### src/rtl/pcie_rc_link_seq.sv
// pcie_rc_link_seq
// PCIe root-complex link bring-up sequencer. It owns PERST# and W_DISABLE# to
// the slot, enforces the refclk-stable and PERST# hold times, watches for
// link-up with a timeout, and retries a bounded number of times before parking
// in FAIL. One shared timer serves every timed state. Every output is
// registered and changes on the same edge as state_o.

module pcie_rc_link_seq #(
    parameter int unsigned LOCK_STABLE_CYC    = 1250,
    parameter int unsigned PERST_HOLD_CYC     = 12_500_000,
    parameter int unsigned LINKUP_TIMEOUT_CYC = 125_000_000,
    parameter int unsigned MAX_RETRIES        = 3,
    parameter int unsigned CNT_W              = 28
) (
    input  logic       clk,
    input  logic       rst,
    input  logic       sys_rstn_i,
    input  logic       mmcm_lock_i,
    input  logic       link_up_i,
    input  logic       wake_b_i,
    input  logic       retrain_i,
    output logic       perst_b_o,
    output logic       w_disable_b_o,
    output logic [2:0] state_o,
    output logic       link_ok_o,
    output logic       fail_o,
    output logic [1:0] retry_cnt_o,
    output logic [7:0] drop_cnt_o
);

    typedef enum logic [2:0] {
        ST_IDLE       = 3'd0,
        ST_WAIT_LOCK  = 3'd1,
        ST_PERST_HOLD = 3'd2,
        ST_WAIT_LINK  = 3'd3,
        ST_LINK_UP    = 3'd4,
        ST_FAIL       = 3'd6
    } state_t;

    // The timer runs 0..N-1, so each timed state compares against N-1.
    localparam logic [CNT_W-1:0] LOCK_LAST  = CNT_W'(LOCK_STABLE_CYC - 1);
    localparam logic [CNT_W-1:0] HOLD_LAST  = CNT_W'(PERST_HOLD_CYC - 1);
    localparam logic [CNT_W-1:0] LINK_LAST  = CNT_W'(LINKUP_TIMEOUT_CYC - 1);
    localparam logic [1:0]       RETRY_LAST = 2'(MAX_RETRIES);

    logic [1:0]       sys_rstn_sync;
    logic [1:0]       lock_sync;
    logic [1:0]       link_sync;
    logic [1:0]       wake_sync;
    logic             sys_rstn_s;
    logic             mmcm_lock_s;
    logic             link_up_s;
    logic             wake_b_s;
    logic             wake_b_q;
    logic             wake_fall;
    logic             lock_guarded;

    state_t           state_q;
    state_t           state_d;
    logic [CNT_W-1:0] timer_q;
    logic [CNT_W-1:0] timer_d;
    logic [1:0]       retry_q;
    logic [1:0]       retry_d;
    logic [7:0]       drop_q;
    logic [7:0]       drop_d;

    // Two-flop synchronisers for the asynchronous inputs, plus a delayed copy of WAKE# for edge detection.
    always_ff @(posedge clk) begin
        if (rst) begin
            sys_rstn_sync <= 2'b00;
            lock_sync     <= 2'b00;
            link_sync     <= 2'b00;
            wake_sync     <= 2'b11;
            wake_b_q      <= 1'b1;
        end else begin
            // NOTE: non-blocking assignments let each flop sample the previous stage's old value, forming a real shift chain.
            sys_rstn_sync <= {sys_rstn_sync[0], sys_rstn_i};
            lock_sync     <= {lock_sync[0], mmcm_lock_i};
            link_sync     <= {link_sync[0], link_up_i};
            wake_sync     <= {wake_sync[0], wake_b_i};
            wake_b_q      <= wake_b_s;
        end
    end

    assign sys_rstn_s  = sys_rstn_sync[1];
    assign mmcm_lock_s = lock_sync[1];
    assign link_up_s   = link_sync[1];
    assign wake_b_s    = wake_sync[1];
    assign wake_fall   = wake_b_q & ~wake_b_s;

    // Next-state, timer and counter logic, in priority order: system reset, lock loss, then per-state rules.
    always_comb begin
        // NOTE: every signal driven here gets a default first, so no path can leave one unassigned and infer a latch.
        state_d      = state_q;
        timer_d      = timer_q;
        retry_d      = retry_q;
        drop_d       = drop_q;
        lock_guarded = (state_q == ST_WAIT_LOCK) || (state_q == ST_PERST_HOLD) ||
                       (state_q == ST_WAIT_LINK) || (state_q == ST_LINK_UP);

        if (!sys_rstn_s) begin
            state_d = ST_IDLE;
            timer_d = '0;
            retry_d = '0;
            drop_d  = '0;
        end else if (lock_guarded && !mmcm_lock_s) begin
            state_d = ST_WAIT_LOCK;
            timer_d = '0;
        end else begin
            case (state_q)
                ST_IDLE: begin
                    state_d = ST_WAIT_LOCK;
                    timer_d = '0;
                    retry_d = '0;
                    drop_d  = '0;
                end
                ST_WAIT_LOCK: begin
                    // Lock is known high here; a low lock was handled above and clears the timer.
                    if (timer_q == LOCK_LAST) begin
                        state_d = ST_PERST_HOLD;
                        timer_d = '0;
                    end else begin
                        timer_d = timer_q + 1'b1;
                    end
                end
                ST_PERST_HOLD: begin
                    if (timer_q == HOLD_LAST) begin
                        state_d = ST_WAIT_LINK;
                        timer_d = '0;
                    end else begin
                        timer_d = timer_q + 1'b1;
                    end
                end
                ST_WAIT_LINK: begin
                    // Link-up is tested first so it wins over a coincident timeout.
                    if (link_up_s) begin
                        state_d = ST_LINK_UP;
                        timer_d = '0;
                        retry_d = '0;
                    end else if (timer_q == LINK_LAST) begin
                        timer_d = '0;
                        if (retry_q == RETRY_LAST) begin
                            state_d = ST_FAIL;
                        end else begin
                            state_d = ST_PERST_HOLD;
                            retry_d = (retry_q == 2'b11) ? retry_q : retry_q + 1'b1;
                        end
                    end else begin
                        timer_d = timer_q + 1'b1;
                    end
                end
                ST_LINK_UP: begin
                    retry_d = '0;
                    // A drop is tested first so a coincident retrain still counts as a drop.
                    if (!link_up_s) begin
                        state_d = ST_PERST_HOLD;
                        timer_d = '0;
                        drop_d  = (drop_q == 8'hFF) ? drop_q : drop_q + 1'b1;
                    end else if (retrain_i) begin
                        state_d = ST_PERST_HOLD;
                        timer_d = '0;
                    end
                end
                ST_FAIL: begin
                    timer_d = '0;
                    if (retrain_i || wake_fall) begin
                        state_d = ST_WAIT_LOCK;
                        retry_d = '0;
                    end
                end
                default: begin
                    state_d = ST_IDLE;
                    timer_d = '0;
                    retry_d = '0;
                    drop_d  = '0;
                end
            endcase
        end
    end

    // State, timer and counters, with the slot and status outputs decoded from the next state so they change with state_o.
    always_ff @(posedge clk) begin
        if (rst) begin
            state_q       <= ST_IDLE;
            timer_q       <= '0;
            retry_q       <= '0;
            drop_q        <= '0;
            perst_b_o     <= 1'b0;
            w_disable_b_o <= 1'b0;
            link_ok_o     <= 1'b0;
            fail_o        <= 1'b0;
        end else begin
            state_q       <= state_d;
            timer_q       <= timer_d;
            retry_q       <= retry_d;
            drop_q        <= drop_d;
            perst_b_o     <= (state_d == ST_WAIT_LINK) || (state_d == ST_LINK_UP);
            w_disable_b_o <= (state_d != ST_IDLE);
            link_ok_o     <= (state_d == ST_LINK_UP);
            fail_o        <= (state_d == ST_FAIL);
        end
    end

    assign state_o     = state_q;
    assign retry_cnt_o = retry_q;
    assign drop_cnt_o  = drop_q;

endmodule

### config.mk
export PLATFORM = sky130hd
export DESIGN_NAME = pcie_rc_link_seq
export DESIGN_NICKNAME = d
export VERILOG_FILES = /design/src/rtl/pcie_rc_link_seq.sv
export SDC_FILE = /design/constraint.sdc
export NUM_CORES = 1
export LEC_CHECK = 0
export ABC_AREA = 1
export CAP_MARGIN = 20
export CORE_MARGIN = 8
export CORE_UTILIZATION = 53
export CTS_CLUSTER_DIAMETER = 200
export CTS_CLUSTER_SIZE = 28
export DETAILED_ROUTE_END_ITERATION = 6
export PLACE_DENSITY = 0.76
export SLEW_MARGIN = 20
export SYNTH_ARGS = -nofsm -noshare
export SYNTH_HDL_FRONTEND = slang
export SYNTH_SLANG_ARGS = --single-unit
### constraint.sdc
create_clock -name clk -period 1.53 [get_ports clk]
set_input_delay 0.153 -clock clk [delete_from_list [all_inputs] [get_ports clk]]
set_output_delay 0.153 -clock clk [all_outputs]
set_load 0.01 [all_outputs]
Word level (Yosys, flattened, before mapping):

Cells that the tools add are included.

* multiplexer cells: 26
* reductions and logical operators: 15
* bitwise gates (word level): 6
* $add $sub $neg: 3
* equal/unequal tests: 19

Operators with widths (count)
* $mux 28: 6
* $pmux 28 s4: 1
* $mux 3: 10
* $add 28x1->28 const B: 1
* $eq 28x11->1 const B: 1
* $eq 28x24->1 const B: 1
* $eq 28x27->1 const B: 1
* $pmux 3 s6: 1
* $mux 8: 2
* $pmux 8 s2: 1
* $eq 3x3->1 const B: 4
* $eq 3x2->1 const B: 3
* $add 8x1->8 const B: 1
* $eq 8x8->1 const B: 1
* $mux 2: 4
* $ne 2x2->1 const B: 3
* $ne 3x3->1 const B: 2
* $pmux 2 s3: 1
* $logic_or 1x1->1: 5
* $not 1->1: 5
* $reduce_and 5->1: 1
* $reduce_and 4->1: 1
* $reduce_or 2->1: 2
* $reduce_or 4->1: 1
* other kinds (10): 10

* register bits after elaboration: 54
* input port bits: 7

Depth between registers and ports, before layout:

Gate-level depths: netlist (run 1).

* depth in word-level cells: 9
* gate-level depth with buffers: 13

Worst setup path after synthesis (run 1):

Ideal clock, no wire load.

* path type: register to register
* from: reg timer_q[0]
* to: reg timer_q[24]
* cell stages (with the launch flop): 12
* setup slack: -0.156 ns
* data required time: 1.416 ns
* clock period less this slack: 1.686 ns
* path buffers: 1
* arrival: 1.571 ns
* setup time: 0.114 ns
* cells stage by stage: dfxtp_1 > ha_1 > nand2_2 > nor2_4 > nand3_1 > nor2_1 > nand2_1 > nand2_2 > nand4_4 > nand2_4 > buf_6 > nor2_1

* longest elaborated chain between the ends: 4
* elaborated cells between the ends (all ways): 9
* classes of those cells: 1 x add/sub; 3 x eq/ne; 5 x mux

Ends and longest elaborated chain
* from (decl): line 60 `logic [CNT_W-1:0] timer_q;`
* from (signal assigned): line 194 `timer_q <= timer_d;`
* $add 28x1->28 / $eq 28x27->1 (equally long branches)
* $mux 28: line 140 `end else if (timer_q == LINK_LAST) begin`
* $mux 28: line 136 `if (link_up_s) begin`
* $pmux 28 s4 (*): line 110 `case (state_q)`

Mark *: on every way between the ends. The rest lies on a longest branch, timed or not.
A chain may end at the register's enable or synchronous reset.

Worst setup path in the final report (run 1):

* from: reg timer_q[0]
* to: reg timer_q[5]

The elaborated chain is that of the path after synthesis.

==> flow_summary.json, run 1 <==
{
  "numPortBuffers": 23,
  "cp_top_family": "simple AND/OR/NAND/NOR gates",
  "whs_path_depth": 3,
  "cap_violations": 0,
  "dr.pass1.iters": 6,
  "placed_cell_area_sq_um": 4290,
  "wire_per_inst_um": 20.7,
  "multi_input_area_sq_um": 2120,
  "violations": "setup timing",
  "rr_startpoint": "timer_q[0]",
  "io_pins": 24,
  "yosysTopAreaCell": "dfxtp_1",
  "cts_sinks": 54,
  "hold_buffers": 0,
  "met2_usage_pct": 44.8,
  "seqPwrFrac_pct": 55.0,
  "die_area_sq_um": 8690,
  "synth_adder_area_share_pct": 1.58,
  "grt-busiest-layer": "met2",
  "synth_top_family_by_area": "simple AND/OR/NAND/NOR gates",
  "path_common_cell": "nand2_1",
  "critPathBufInv": 1,
  "synth_edf_count": 0,
  "muxShareOfSynthArea_pct": 0,
  "track_usage_pct": 25.3,
  "place_congestion": 0.978,
  "synth.area.top_cells": "dfxtp_1 (34%), nand2_1 (15%), inv_1 (9.6%)",
  "fin_crit_ps": 1990,
  "hold_slack_ps": 370,
  "n_antenna_cell": 0,
  "cp.depth": 12,
  "drc": 0,
  "path_max_fanout": 15,
  "switching_share_pct": 25.8,
  "arrival_ps": 2220,
  "setup_viol": 45,
  "die_w_um": 93.2,
  "clock_path_buffers": 2,
  "synth-simple-area-share_pct": 41.2,
  "clk_pin_slew_ps": 110,
  "ys_seq_area_share_pct": 34.2,
  "synth_compound_area_share_pct": 7.68,
  "synthCells": 495,
  "netlist_area_sq_um": 3160,
  "htreeDepth": 2,
  "crit_required_ps": 1760,
  "wirelength_um": 15000,
  "fin_nets": 660,
  "period_share_pct": 130,
  "async_reset_ff_share_pct": 0,
  "yosys_warnings": 0,
  "power.share.combinational_pct": 5.8,
  "p_int_uw": 1910,
  "grt_use_met1_pct": 27.9,
  "worstMarginPinSlew_ps": 441,
  "finClkSkew_ps": 13.2,
  "power_uw": 2570,
  "ys_seq_elements": 54,
  "die_y_um": 93.2,
  "area_delta_synth_final_pct": 59.8,
  "grt_pass1_vias": 3885,
  "critPathMaxStageDelay_ps": 420,
  "leakagePower_uw": 0.00231,
  "fmax_mhz": 503,
  "crit_path_end_kind": "register",
  "drt_iter0_drc": 593,
  "p_sw_uw": 664,
  "clk_latency_ps": 330,
  "ys_types": 33,
  "r2r_cells": 12,
  "start_kind": "register",
  "ys.flop_type": "dfxtp_1",
  "worstSetupPathType": "reg2reg",
  "initial_core_util_pct": 54.0,
  "grt_antenna_before_repair": 0,
  "rsz0062_at_grt": "yes",
  "cts_tree": "built",
  "dr_total_vias": 4514,
  "cts-root-buf": "clkbuf_8",
  "drv_slew": 0,
  "coreArea_sq_um": 5850,
  "hold_path.class": "in2reg",
  "synth_xor_area_share_pct": 4.16,
  "ant_nets": 0,
  "powerDensity_nw_per_um2": 509,
  "avgSynthCellArea_sq_um": 6.39,
  "synth_fp_nets": 506,
  "pre_cts_ws_ps": -343,
  "register_area_sq_um": 1120,
  "synth_top_area_share_pct": 34.2,
  "grt-ovfl-total": 0,
  "dp_hpwl_um": 7590,
  "use_met3_pct": 5.61,
  "cts-buffers-inserted": 5,
  "synth.most_common_cell": "nand2_1",
  "fillerInstances": 290,
  "hold_violations": 0,
  "path_cells": "ha_4 > nand2_4 > nor2_4 > nand2_1 > nor2_4 > nand2_1 > nand2_4 > nand4_4 > nand2_8 > nor2_1 > nand2_1 > inv_1",
  "crit_start": "timer_q[0]",
  "synth_commonest_cells": "nand2_1 (130), inv_1 (81), nor2_1 (75), dfxtp_1 (54), nand3_1 (33)",
  "finalInstanceArea_sq_um": 5050,
  "min-delay-start": "link_up_i",
  "grt_max_degree": 19,
  "p_clk_share_pct": 39.2,
  "slew_headroom_pct": 70.4,
  "row_count": 28,
  "tns_ps": -12990,
  "grt_pass1_wl_um": 17800,
  "vdd.ir_drop.worst_mv": 0.640,
  "fin_ws_ps": -456,
  "drive_above_1_share_pct": 38.8,
  "routed_via_density": 6.23,
  "critPathSlowestCell": "dfxtp_4",
  "status": "finished with violations"
}
-- sequential cells by signal (all words and copies together), names as in the netlist --
register	flops
sys_rstn_sync	2
link_ok_o	1
link_sync	2
state_o	3
timer_q	28
lock_sync	2
retry_cnt_o	2
fail_o	1
perst_b_o	1
drop_cnt_o	8
wake_b_q	1
w_disable_b_o	1
wake_sync	2
-- placed cells by master (no fill, tap or decap), types with 4 or more instances in the layout --
cell type,Yosys,final
dlymetal6s2s_1,0,4
nand2_4,1,6
nor2_2,1,13
o21ai_2,0,5
nand3_4,1,4
o21ai_1,1,5
a21oi_2,1,8
dfxtp_1,54,37
nor2_1,75,57
nand2_1,130,110
inv_1,81,76
inv_2,4,7
nor3_2,3,5
nor2_4,2,8
xor2_1,15,15
dfxtp_2,0,11
dfxtp_4,0,6
nand4_1,10,10
nand2_2,3,16
nand3_2,2,11
clkbuf_8,0,5
buf_4,0,112
clkdlybuf4s50_1,0,19
a21oi_1,24,16
nor3_1,19,15
buf_6,2,14
nand3_1,33,22
-- routing by layer --
layer | up-vias | share of wire (%) | wire (um)
met5 | - | 0 | 0
met4 | 0 | 8.0 | 1200
met3 | 164 | 12 | 1720
met2 | 468 | 47 | 7030
met1 | 2012 | 34 | 5030
li1 | 1870 | - | -
-- path summary, 6_finish.rpt --
path | end | slack [ps]
worst max-delay path | timer_q[5] | -460
worst min-delay path | link_sync[0] | 370
worst max register to register | timer_q[5] | -460
worst min register to register | wake_sync[1] | 440
-- power by group through the flow --
stage          Combinational (uW)  Sequential [uW]  Clock [uW]
6_report                      148             1410        1010
5_1_grt                       155             1410        1040
4_1_cts                       107             1410         975
3_5_place_dp                 96.3             1450           0
3_3_place_gp                 93.4             1450           0
2_1_floorplan                44.9             1450           0
-- cell type report --
class	count	area share (%)
multi-input combinational	352	42.1
timing repair buffer	151	25.3
clock inverter	2	0.372
clock buffer	6	1.86
inverter	85	6.42
tap	75	1.86
sequential	54	22.1
-- stage by stage --
stage / util, % / cells
6_report: 86.3 / 725
5_1_grt: 86.3 / 725
4_1_cts: 80.7 / 712
3_5_place_dp: 73.3 / 694
3_3_place_gp: 73.3 / 694
2_1_floorplan: - / 495
-- kinds of logic after synthesis --
| kind of cell | count (synthesis) |
|---|---|
| buffers and inverters | 90 |
| AOI/OAI and AO/OA | 44 |
| DFF | 54 |
| and+or+nand+nor | 288 |
| adders and majority gates | 4 |
| xor gates and xnor gates | 15 |
-- repair_timing --
action / in CTS / in global routing
pin swaps: 26 / 16
setup buffers: 9 / 14
resized for setup: 71 / 65
setup endpoints to repair: 43 / 48
gates cloned: 1 / 0
-- tightest hold or removal path, cell delays in order --
cell and delay, ps:
clkdlybuf4s50_1 410, inv_1 70, nor2_1 40
Power figures use the tool's default switching activity.
==> inputs of run 2 (changes only) <==
--- a/config.mk
+++ b/config.mk
@@ -10,7 +10,6 @@
 export CORE_MARGIN = 8
 export CORE_UTILIZATION = 53
 export CTS_CLUSTER_DIAMETER = 200
-export CTS_CLUSTER_SIZE = 28
 export DETAILED_ROUTE_END_ITERATION = 6
 export PLACE_DENSITY = 0.76
 export SLEW_MARGIN = 20
==> results of run 2 <==
Same layout as run 1: the final DEF is identical, and so are final timing and power.
==> inputs of run 3 (changes only) <==
--- a/config.mk
+++ b/config.mk
@@ -11,6 +11,7 @@
 export CORE_UTILIZATION = 53
 export CTS_CLUSTER_DIAMETER = 200
 export DETAILED_ROUTE_END_ITERATION = 6
+export GPL_ROUTABILITY_DRIVEN = 0
 export PLACE_DENSITY = 0.76
 export SLEW_MARGIN = 20
 export SYNTH_ARGS = -nofsm -noshare
==> flow_summary.json, run 3 (synthesized netlist as in run 1, its figures left out) <==
{
  "status": "finished with violations",
  "violations": "DRC, setup timing",
  "p_sw_uw": 646,
  "crit_path_end_kind": "register",
  "fillerInstances": 238,
  "area_delta_synth_final_pct": 65.9,
  "worstSetupPathType": "reg2reg",
  "die_y_um": 93.2,
  "die_area_sq_um": 8690,
  "final_cells": 735,
  "r2r_cells": 12,
  "fmax_mhz": 436,
  "drc": 106,
  "largest_reg_flops": 28,
  "crit_required_ps": 1730,
  "reg2reg_to": "timer_q[5]",
  "p_clk_share_pct": 37.1,
  "wire_per_inst_um": 25.9,
  "wirelength_um": 19100,
  "cts-root-buf": "clkbuf_8",
  "leakagePower_uw": 0.00238,
  "cts_sinks": 54,
  "register_area_sq_um": 1120,
  "path_max_fanout": 5,
  "multi_input_area_sq_um": 2240,
  "arrival_ps": 2500,
  "initial_core_util_pct": 54.0,
  "row_count": 28,
  "clk_pin_slew_ps": 110,
  "max_flop_register": "timer_q",
  "start_kind": "register",
  "crit_start": "timer_q[20]",
  "hold_buffers": 0,
  "dp_hpwl_um": 7560,
  "setup_viol": 47,
  "drv_slew": 0,
  "fin_nets": 669,
  "io_pins": 24,
  "powerDensity_nw_per_um2": 474,
  "finalInstanceArea_sq_um": 5250,
  "seqPwrFrac_pct": 56.7,
  "placed_cells": 699,
  "cap_violations": 0,
  "fin_crit_ps": 2290,
  "finClkSkew_ps": 25.6,
  "clk_latency_ps": 330,
  "ant_nets": 0,
  "coreArea_sq_um": 5850,
  "placed_cell_area_sq_um": 4340,
  "grt_pass1_vias": 4127,
  "clock_path_buffers": 2,
  "power.share.combinational_pct": 6.2,
  "final_cell_mix": "buf_4 (122), nand2_1 (102), inv_1 (72), nor2_1 (57), dfxtp_1 (36)",
  "min-delay-start": "mmcm_lock_i",
  "fin_ws_ps": -764,
  "numPortBuffers": 23,
  "period_share_pct": 150,
  "hold_violations": 0,
  "dr_total_vias": 4954,
  "rsz0062_at_grt": "yes",
  "hold_path.class": "in2reg",
  "grt-ovfl-total": 0,
  "slew_headroom_pct": 63.9,
  "whs_path_depth": 3,
  "layout_commonest_cell": "buf_4",
  "dr.pass1.iters": 7,
  "grt_pass1_wl_um": 19600,
  "cts_tree": "built",
  "routed_via_density": 6.74,
  "regToRegSetupSlack_ps": -760,
  "hold_path_end": "lock_sync[0]",
  "rr_startpoint": "timer_q[20]",
  "grt_antenna_before_repair": 2,
  "grt_max_degree": 18,
  "p_int_uw": 1840,
  "drive_above_1_share_pct": 43.6,
  "cts-buffers-inserted": 5,
  "htreeDepth": 2,
  "die_w_um": 93.2,
  "track_usage_pct": 27.7,
  "vdd.ir_drop.worst_mv": 0.462,
  "worstMarginPinSlew_ps": 538,
  "drt_iter0_drc": 988,
  "switching_share_pct": 25.9
}
## run 3: worst max-delay path by stage
stage / endpoint / slack [ps] / cells after the start
2_1_floorplan: timer_q[19] / -40 / 11
3_3_place_gp: timer_q[21] / -220 / 8
3_5_place_dp: timer_q[0] / -310 / 11
4_1_cts: timer_q[25] / -180 / 8
5_1_grt: w_disable_b_o / -1150 / 11
6_report: timer_q[5] / -760 / 12
## run 3: critical path, cell delays in order (launching register included)
cell	delay [ps]
dfxtp_1	340
inv_1	100
nand2_1	200
nor2_2	370
nand2_1	120
nor2_1	220
nand2_2	100
nand2_4	120
nand4_4	190
nand2_4	200
nor2_1	70
nand2_1	70
inv_1	90
## run 3: power by group through the flow
stage	clock [uW]	combinational, uW	sequential (uW)
after floorplan	0	44.9	1450
after global placement	0	93.2	1450
after detailed placement	0	96.9	1450
after CTS	885	106	1410
after global routing	958	162	1410
final	923	155	1410
## run 3: routing by layer
metal,track usage [%],vias up,wire length (um)
li1,-,1882,-
met1,31.4,2149,5940
met2,45.5,620,7790
met3,6.41,303,3030
met4,18.5,0,2300
met5,0,-,0
## run 3: timing repair
| item | 4_1_cts | 5_1_grt |
|---|---|---|
| pin swaps | 31 | 37 |
| gates cloned | 1 | 1 |
| buffers inserted | 10 | 17 |
| resized for setup | 77 | 95 |
| endpoints found under the setup margin | 45 | 45 |
## run 3: cell type report
cell class,count,share of cell area (%)
flip-flops and latches,54,21.4
well taps,75,1.79
multi-input cells,352,42.7
clock buffers,6,1.57
inverters,85,6.42
diodes,1,0.0477
clock inverters,2,0.310
repair buffers,160,25.8
## run 3: through the flow
stage	hold WS, ps	TNS [ps]	utilization (%)	setup WS [ps]	power, uW
6_report	351	-23970	89.7	-764	2490
5_1_grt	396	-30070	89.6	-1150	2530
4_1_cts	342	-4040	81.3	-183	2400
3_5_place_dp	395	-7650	74.2	-305	1550
3_3_place_gp	393	-5100	74.2	-225	1540
2_1_floorplan	257	-470	-	-42.8	1500
